### src/rtl/alu_pkg.sv
// Shared opcode/condition encodings and NZCV bit positions for the EX-stage ALU.
package alu_pkg;

  typedef enum logic [3:0] {
    OP_AND = 4'h0, OP_EOR = 4'h1, OP_SUB = 4'h2, OP_RSB = 4'h3,
    OP_ADD = 4'h4, OP_ADC = 4'h5, OP_SBC = 4'h6, OP_RSC = 4'h7,
    OP_TST = 4'h8, OP_TEQ = 4'h9, OP_CMP = 4'hA, OP_CMN = 4'hB,
    OP_ORR = 4'hC, OP_MOV = 4'hD, OP_BIC = 4'hE, OP_MVN = 4'hF
  } opcode_e;

  typedef enum logic [3:0] {
    CC_EQ = 4'h0, CC_NE = 4'h1, CC_CS = 4'h2, CC_CC = 4'h3,
    CC_MI = 4'h4, CC_PL = 4'h5, CC_VS = 4'h6, CC_VC = 4'h7,
    CC_HI = 4'h8, CC_LS = 4'h9, CC_GE = 4'hA, CC_LT = 4'hB,
    CC_GT = 4'hC, CC_LE = 4'hD, CC_AL = 4'hE, CC_NV = 4'hF
  } cond_e;

  localparam int FLAG_N = 3;
  localparam int FLAG_Z = 2;
  localparam int FLAG_C = 1;
  localparam int FLAG_V = 0;

  // Compare-only opcodes (TST/TEQ/CMP/CMN) never write back a register.
  localparam logic [3:0] OP_CMP_FIRST = 4'h8;
  localparam logic [3:0] OP_CMP_LAST  = 4'hB;

endpackage

### src/rtl/ex_alu_stage_cond_check.sv
// Combinational ARM condition-field evaluator; code F (NV) never passes.
module cond_check
  import alu_pkg::*;
(
  input  logic [3:0] cond,
  input  logic [3:0] flags,
  output logic       pass
);

  logic f_n, f_z, f_c, f_v;

  assign f_n = flags[FLAG_N];
  assign f_z = flags[FLAG_Z];
  assign f_c = flags[FLAG_C];
  assign f_v = flags[FLAG_V];

  always_comb begin
    pass = 1'b0;
    case (cond_e'(cond))
      CC_EQ:   pass = f_z;
      CC_NE:   pass = !f_z;
      CC_CS:   pass = f_c;
      CC_CC:   pass = !f_c;
      CC_MI:   pass = f_n;
      CC_PL:   pass = !f_n;
      CC_VS:   pass = f_v;
      CC_VC:   pass = !f_v;
      CC_HI:   pass = f_c && !f_z;
      CC_LS:   pass = !f_c || f_z;
      CC_GE:   pass = (f_n == f_v);
      CC_LT:   pass = (f_n != f_v);
      CC_GT:   pass = !f_z && (f_n == f_v);
      CC_LE:   pass = f_z || (f_n != f_v);
      CC_AL:   pass = 1'b1;
      default: pass = 1'b0;
    endcase
  end

endmodule

### src/rtl/ex_alu_stage.sv
// Execute-stage ALU with NZCV register and EX/MEM output register; macro ALU_COND_EXEC_EN enables conditional execution.
// Latency: 1 cycle EX inputs to registered outputs; cond_pass is combinational from current flags.
// Backpressure: stall holds outputs and flags; flush kills the EX instruction and overrides stall.
module ex_alu_stage
  import alu_pkg::*;
#(
  parameter int WIDTH = 32
) (
  input  logic             clk,
  input  logic             rst_n,
  input  logic             valid_in,
  input  logic             stall,
  input  logic             flush,
  input  logic [3:0]       opcode,
  input  logic             s_bit,
  input  logic [3:0]       cond,
  input  logic [WIDTH-1:0] rn,
  input  logic [WIDTH-1:0] n,
  input  logic             shifter_carry,
  input  logic [3:0]       rd_in,
  output logic             valid_out,
  output logic [WIDTH-1:0] result,
  output logic [3:0]       rd_out,
  output logic             wb_en,
  output logic [3:0]       flags,
  output logic             cond_pass
);

  opcode_e          op;
  logic             is_cmp;
  logic             arith;
  logic             cin;
  logic [WIDTH-1:0] op_a;
  logic [WIDTH-1:0] op_b;
  logic [WIDTH:0]   sum;
  logic [WIDTH-1:0] logic_res;
  logic [WIDTH-1:0] alu_res;
  logic             c_next;
  logic             v_next;
  logic [3:0]       next_flags;
  logic             exec;
  logic             flag_we;

  assign op     = opcode_e'(opcode);
  assign is_cmp = (opcode >= OP_CMP_FIRST) && (opcode <= OP_CMP_LAST);

`ifdef ALU_COND_EXEC_EN
  cond_check u_cond_check (
    .cond  (cond),
    .flags (flags),
    .pass  (cond_pass)
  );
`else
  logic unused_cond;
  assign unused_cond = ^cond;
  assign cond_pass   = 1'b1;
`endif

  // Subtraction is A + ~B + cin so that C comes out as NOT-borrow.
  always_comb begin
    op_a  = rn;
    op_b  = n;
    cin   = 1'b0;
    arith = 1'b1;
    case (op)
      OP_SUB, OP_CMP: begin op_b = ~n; cin = 1'b1; end
      OP_RSB:         begin op_a = n; op_b = ~rn; cin = 1'b1; end
      OP_ADD, OP_CMN: cin = 1'b0;
      OP_ADC:         cin = flags[FLAG_C];
      OP_SBC:         begin op_b = ~n; cin = flags[FLAG_C]; end
      OP_RSC:         begin op_a = n; op_b = ~rn; cin = flags[FLAG_C]; end
      default:        arith = 1'b0;
    endcase
  end

  assign sum = {1'b0, op_a} + {1'b0, op_b} + {{WIDTH{1'b0}}, cin};

  always_comb begin
    logic_res = '0;
    case (op)
      OP_AND, OP_TST: logic_res = rn & n;
      OP_EOR, OP_TEQ: logic_res = rn ^ n;
      OP_ORR:         logic_res = rn | n;
      OP_MOV:         logic_res = n;
      OP_BIC:         logic_res = rn & ~n;
      OP_MVN:         logic_res = ~n;
      default:        logic_res = '0;
    endcase
  end

  assign alu_res = arith ? sum[WIDTH-1:0] : logic_res;
  assign c_next  = arith ? sum[WIDTH] : shifter_carry;
  assign v_next  = arith ? ((op_a[WIDTH-1] == op_b[WIDTH-1]) && (sum[WIDTH-1] != op_a[WIDTH-1]))
                         : flags[FLAG_V];

  always_comb begin
    next_flags         = '0;
    next_flags[FLAG_N] = alu_res[WIDTH-1];
    next_flags[FLAG_Z] = (alu_res == '0);
    next_flags[FLAG_C] = c_next;
    next_flags[FLAG_V] = v_next;
  end

  assign exec    = valid_in && cond_pass && !flush;
  assign flag_we = exec && (s_bit || is_cmp) && !stall;

  always_ff @(posedge clk) begin
    if (!rst_n) begin
      valid_out <= 1'b0;
      result    <= '0;
      rd_out    <= '0;
      wb_en     <= 1'b0;
      flags     <= 4'b0000;
    end else if (flush) begin
      valid_out <= 1'b0;
      wb_en     <= 1'b0;
    end else if (!stall) begin
      valid_out <= valid_in;
      wb_en     <= exec && !is_cmp;
      if (valid_in) begin
        result <= alu_res;
        rd_out <= rd_in;
      end
      if (flag_we) flags <= next_flags;
    end
  end

endmodule
### config.mk
export PLATFORM = sky130hd
export DESIGN_NAME = ex_alu_stage
export DESIGN_NICKNAME = d
export VERILOG_FILES = /design/src/rtl/alu_pkg.sv /design/src/rtl/ex_alu_stage_cond_check.sv /design/src/rtl/ex_alu_stage.sv
export SDC_FILE = /design/constraint.sdc
export NUM_CORES = 1
export LEC_CHECK = 0
export CORE_MARGIN = 4
export CORE_UTILIZATION = 40
export CTS_CLUSTER_SIZE = 20
export DETAILED_ROUTE_END_ITERATION = 8
export GPL_TIMING_DRIVEN = 0
export PLACE_DENSITY_LB_ADDON = 0.2
export SYNTH_ARGS = -nofsm -noshare
export SYNTH_HDL_FRONTEND = slang
export SYNTH_HIERARCHICAL = 1
export SYNTH_SLANG_ARGS = --single-unit
export TNS_END_PERCENT = 1
### constraint.sdc
create_clock -name clk -period 6.2 [get_ports clk]
set_input_delay 0.62 -clock clk [delete_from_list [all_inputs] [get_ports clk]]
set_output_delay 0.62 -clock clk [all_outputs]
set_load 0.01 [all_outputs]
==> flow_metrics.py <==
metrics = {
    "routing": {
        "final_antenna_net_count": 0,
        "post_drt_wl_per_cell_um": 19.5,
        "wl_mm": 27.3,
        "drc": 0,
        "drtIter0Drc": 904,
        "route.vias.total": 8471,
        "drt-vias-per-instance": 6.08,
        "drt_first_pass_iters": 8,
    },
    "synth": {
        "synth_top_area_frac": 0.122,
        "ys_top_cells_by_area": "dfxtp_1 12%, ha_1 11%, o21ai_0 10%",
        "ys_seq_area_frac": 0.122,
        "ys_ff_latch": 42,
        "synth.most_common_cell": "nand2_1",
        "ys_warn_count": 6,
        "synth_ff_type": "dfxtp_1",
        "synth_top_area_cell": "dfxtp_1",
        "syn_avg_cell_area_um2": 6.53,
        "netlist_area_um2": 6870,
        "synth_cells": 1053,
        "synth_edf_count": 0,
        "ys_top_cells_by_count": "151 x nand2_1, 137 x o21ai_0, 96 x a21oi_1",
        "synth.net_count": 1201,
        "async_flop_share": 0,
        "synth_cell_types": 92,
    },
    "sta": {
        "relSlewSlack": 0.353,
        "setup_violations": 0,
        "hold_viol": 0,
        "layout_setup_ws_ns": 0.431,
        "worstMarginPinSlew_ns": 0.971,
        "drv_slew": 0,
        "finalSetupTns_ns": 0,
        "fin_crit_sh": 0.930,
        "layout_min_cycle_time_ns": 5.77,
        "grt_setup_unrepaired": "false",
        "max_freq_ghz": 0.173,
        "fin_worst_skew_ns": 0.00301,
    },
    "placed_design": {
        "gp_routability_congestion": 0.973,
        "io_buffers": 117,
        "place_area_um2": 8320,
        "dp_slack_ns": -0.213,
        "dp.cells": 1390,
        "hpwlAfterDp_mm": 21.9,
    },
    "finish": {
        "syn2layout_area_growth_pct": 23.0,
        "final_cells": 1394,
        "nets": 1323,
        "stdcell_area_um2": 8450,
        "diodes": 0,
        "drive_gt1_frac": 0.0511,
    },
    "flow_run": {
        "max-cap-violations": 0,
    },
    "worst_setup_path": {
        "r2r-end": "flags[2]",
        "r2r_start": "flags[1]",
        "r2r_cells": 13,
        "required_ns": 6.43,
        "cp_max_fo": 10,
        "worstPathCellList": "buf_2 > inv_2 > clkbuf_1 > clkbuf_2 > nand2_1 > o21ai_1 > clkbuf_2 > nor2_1 > a211oi_1 > fa_1 > inv_1 > fa_1 > a21o_1 > a311o_2 > a31oi_4 > o211ai_2 > a21o_1 > xor2_1 > a2111oi_2 > and4_1 > nand4_1 > nand2_1",
        "crit_arrival_ns": 5.99,
        "r2r_slack_ns": 2.45,
        "critPathLaunch": "opcode[0]",
        "worst_setup_path_end_kind": "flop",
        "crit_slowest_cell": "clkbuf_1",
        "start_kind": "primary input",
        "critPathMaxStageDelay_ns": 0.49,
        "crit_type": "primary input to flop",
    },
    "pwr": {
        "pwr_density_cell_nw_per_um2": 161,
        "p_leak_nw": 3.42,
        "ir_worst_vdd_uv": 152,
    },
    "floorplanning": {
        "start_util": 0.411,
        "die-area_um2": 19300,
        "design.portCount": 126,
        "fp.dieW_um": 139,
        "design.core.area_um2": 16700,
        "rows": 47,
        "chipHeight_um": 139,
    },
    "global_routing": {
        "grt_pass1_vias": 7666,
        "grt_max_degree": 12,
        "grt_pass1_wl_mm": 42.2,
        "grt.overflow.total": 0,
        "antenna_found_initial": 0,
        "track_usage": 0.267,
    },
    "clock_tree": {
        "clockRootBuffer": "clkbuf_16",
        "clock_latency_ns": 0.28,
        "clock_sinks": 42,
        "clockBufferDepth": 2,
        "cts_tree": "built",
        "postCtsSetupBuffers": 0,
        "htreeDepth": 2,
        "cts_buffers": 5,
        "cts_hold_buf": 0,
        "cts.clk_slew.worst_paths_ns": 0.05,
    },
    "worst_hold_path": {
        "hold_path.class": "flop to flop",
        "holdPathEnd": "rd_out[0]",
        "hold_path_depth": 2,
        "hp-start": "rd_out[0]",
    },
    "run_status": {
        "status": "completed",
    },
}
## where the power goes
part,leakage (nW),total [mW],switching [mW],internal (mW)
Sequential,0.342,0.290,0.00660,0.283
Combinational,3.01,0.826,0.501,0.325
Clock,0.0688,0.247,0.0919,0.155
## routing by layer
layer  wire [um]  GRT usage  share of wire
met3        3170     0.0597           0.12
met4         718     0.0726          0.026
met2       11600      0.413           0.42
met5           0          0              0
met1       11800      0.375           0.43
## timing repair
item,CTS,global route
resized for setup,0,4
hold endpoints to repair,0,0
endpoints found under the setup margin,0,6
## worst max-delay path by stage
stage                to  slack [ns]  cells after the start
2_1_floorplan  flags[2]        1.06                     22
3_3_place_gp   flags[2]       -0.22                     22
3_5_place_dp   flags[2]       -0.21                     22
4_1_cts        flags[2]        0.07                     22
5_1_grt        flags[2]         0.1                     21
6_report       flags[2]        0.43                     22
## through the flow
step	utilization	total power, mW	hold WS, ns
floorplan	-	0.828	0.474
global placement	0.498	1.09	0.442
detailed placement	0.498	1.10	0.452
CTS	0.506	1.35	0.459
global route	0.506	1.46	0.473
finish	0.506	1.36	0.455
## sequential cells by signal (all words and copies together), names as in the netlist
signal	count
valid_out	1
result	32
flags	4
rd_out	4
wb_en	1
## logic make-up after synthesis
logic type | count (synthesis) | share of synthesized area
AOI/OAI and AO/OA | 401 | 0.371
and+or+nand+nor | 360 | 0.243
buffers and inverters | 147 | 0.0934
adders and majority gates | 65 | 0.121
DFF | 42 | 0.122
xor gates and xnor gates | 23 | 0.0293
muxes | 14 | 0.0206
other | 1 | 0.000546
## placed cells by master, fill, tap and decap left out, types with 13 or more instances in the layout
cell type,netlist,routed
nand2_1,151,151
o21ai_0,137,137
clkdlybuf4s50_1,0,117
a21oi_1,96,96
nor2_1,84,84
inv_1,70,70
ha_1,63,63
dfxtp_1,42,42
clkbuf_1,43,40
a211oi_1,31,31
nor3_1,28,28
nand3_1,18,18
buf_2,15,15
xor2_1,14,14
nor2b_1,13,13
mux2i_1,13,13
## critical path: cells and delay by family
family,cells,cell delay (ns)
buffers and inverters,6,1.55
AND/OR/NAND/NOR,5,0.62
AO/OA/AOI/OAI,8,2.31
XOR/XNOR,1,0.17
adder cells (fa/ha/maj),2,0.71
## cell type report
cell class	count	area, um^2
Buffer	72	363
Sequential cell	42	841
Timing Repair Buffer	117	1170
Inverter	73	274
Clock buffer	6	139
Tap cell	220	275
Multi-Input combinational cell	864	5390
Fill cell	1757	8250
(Power assumes the default switching activity.)
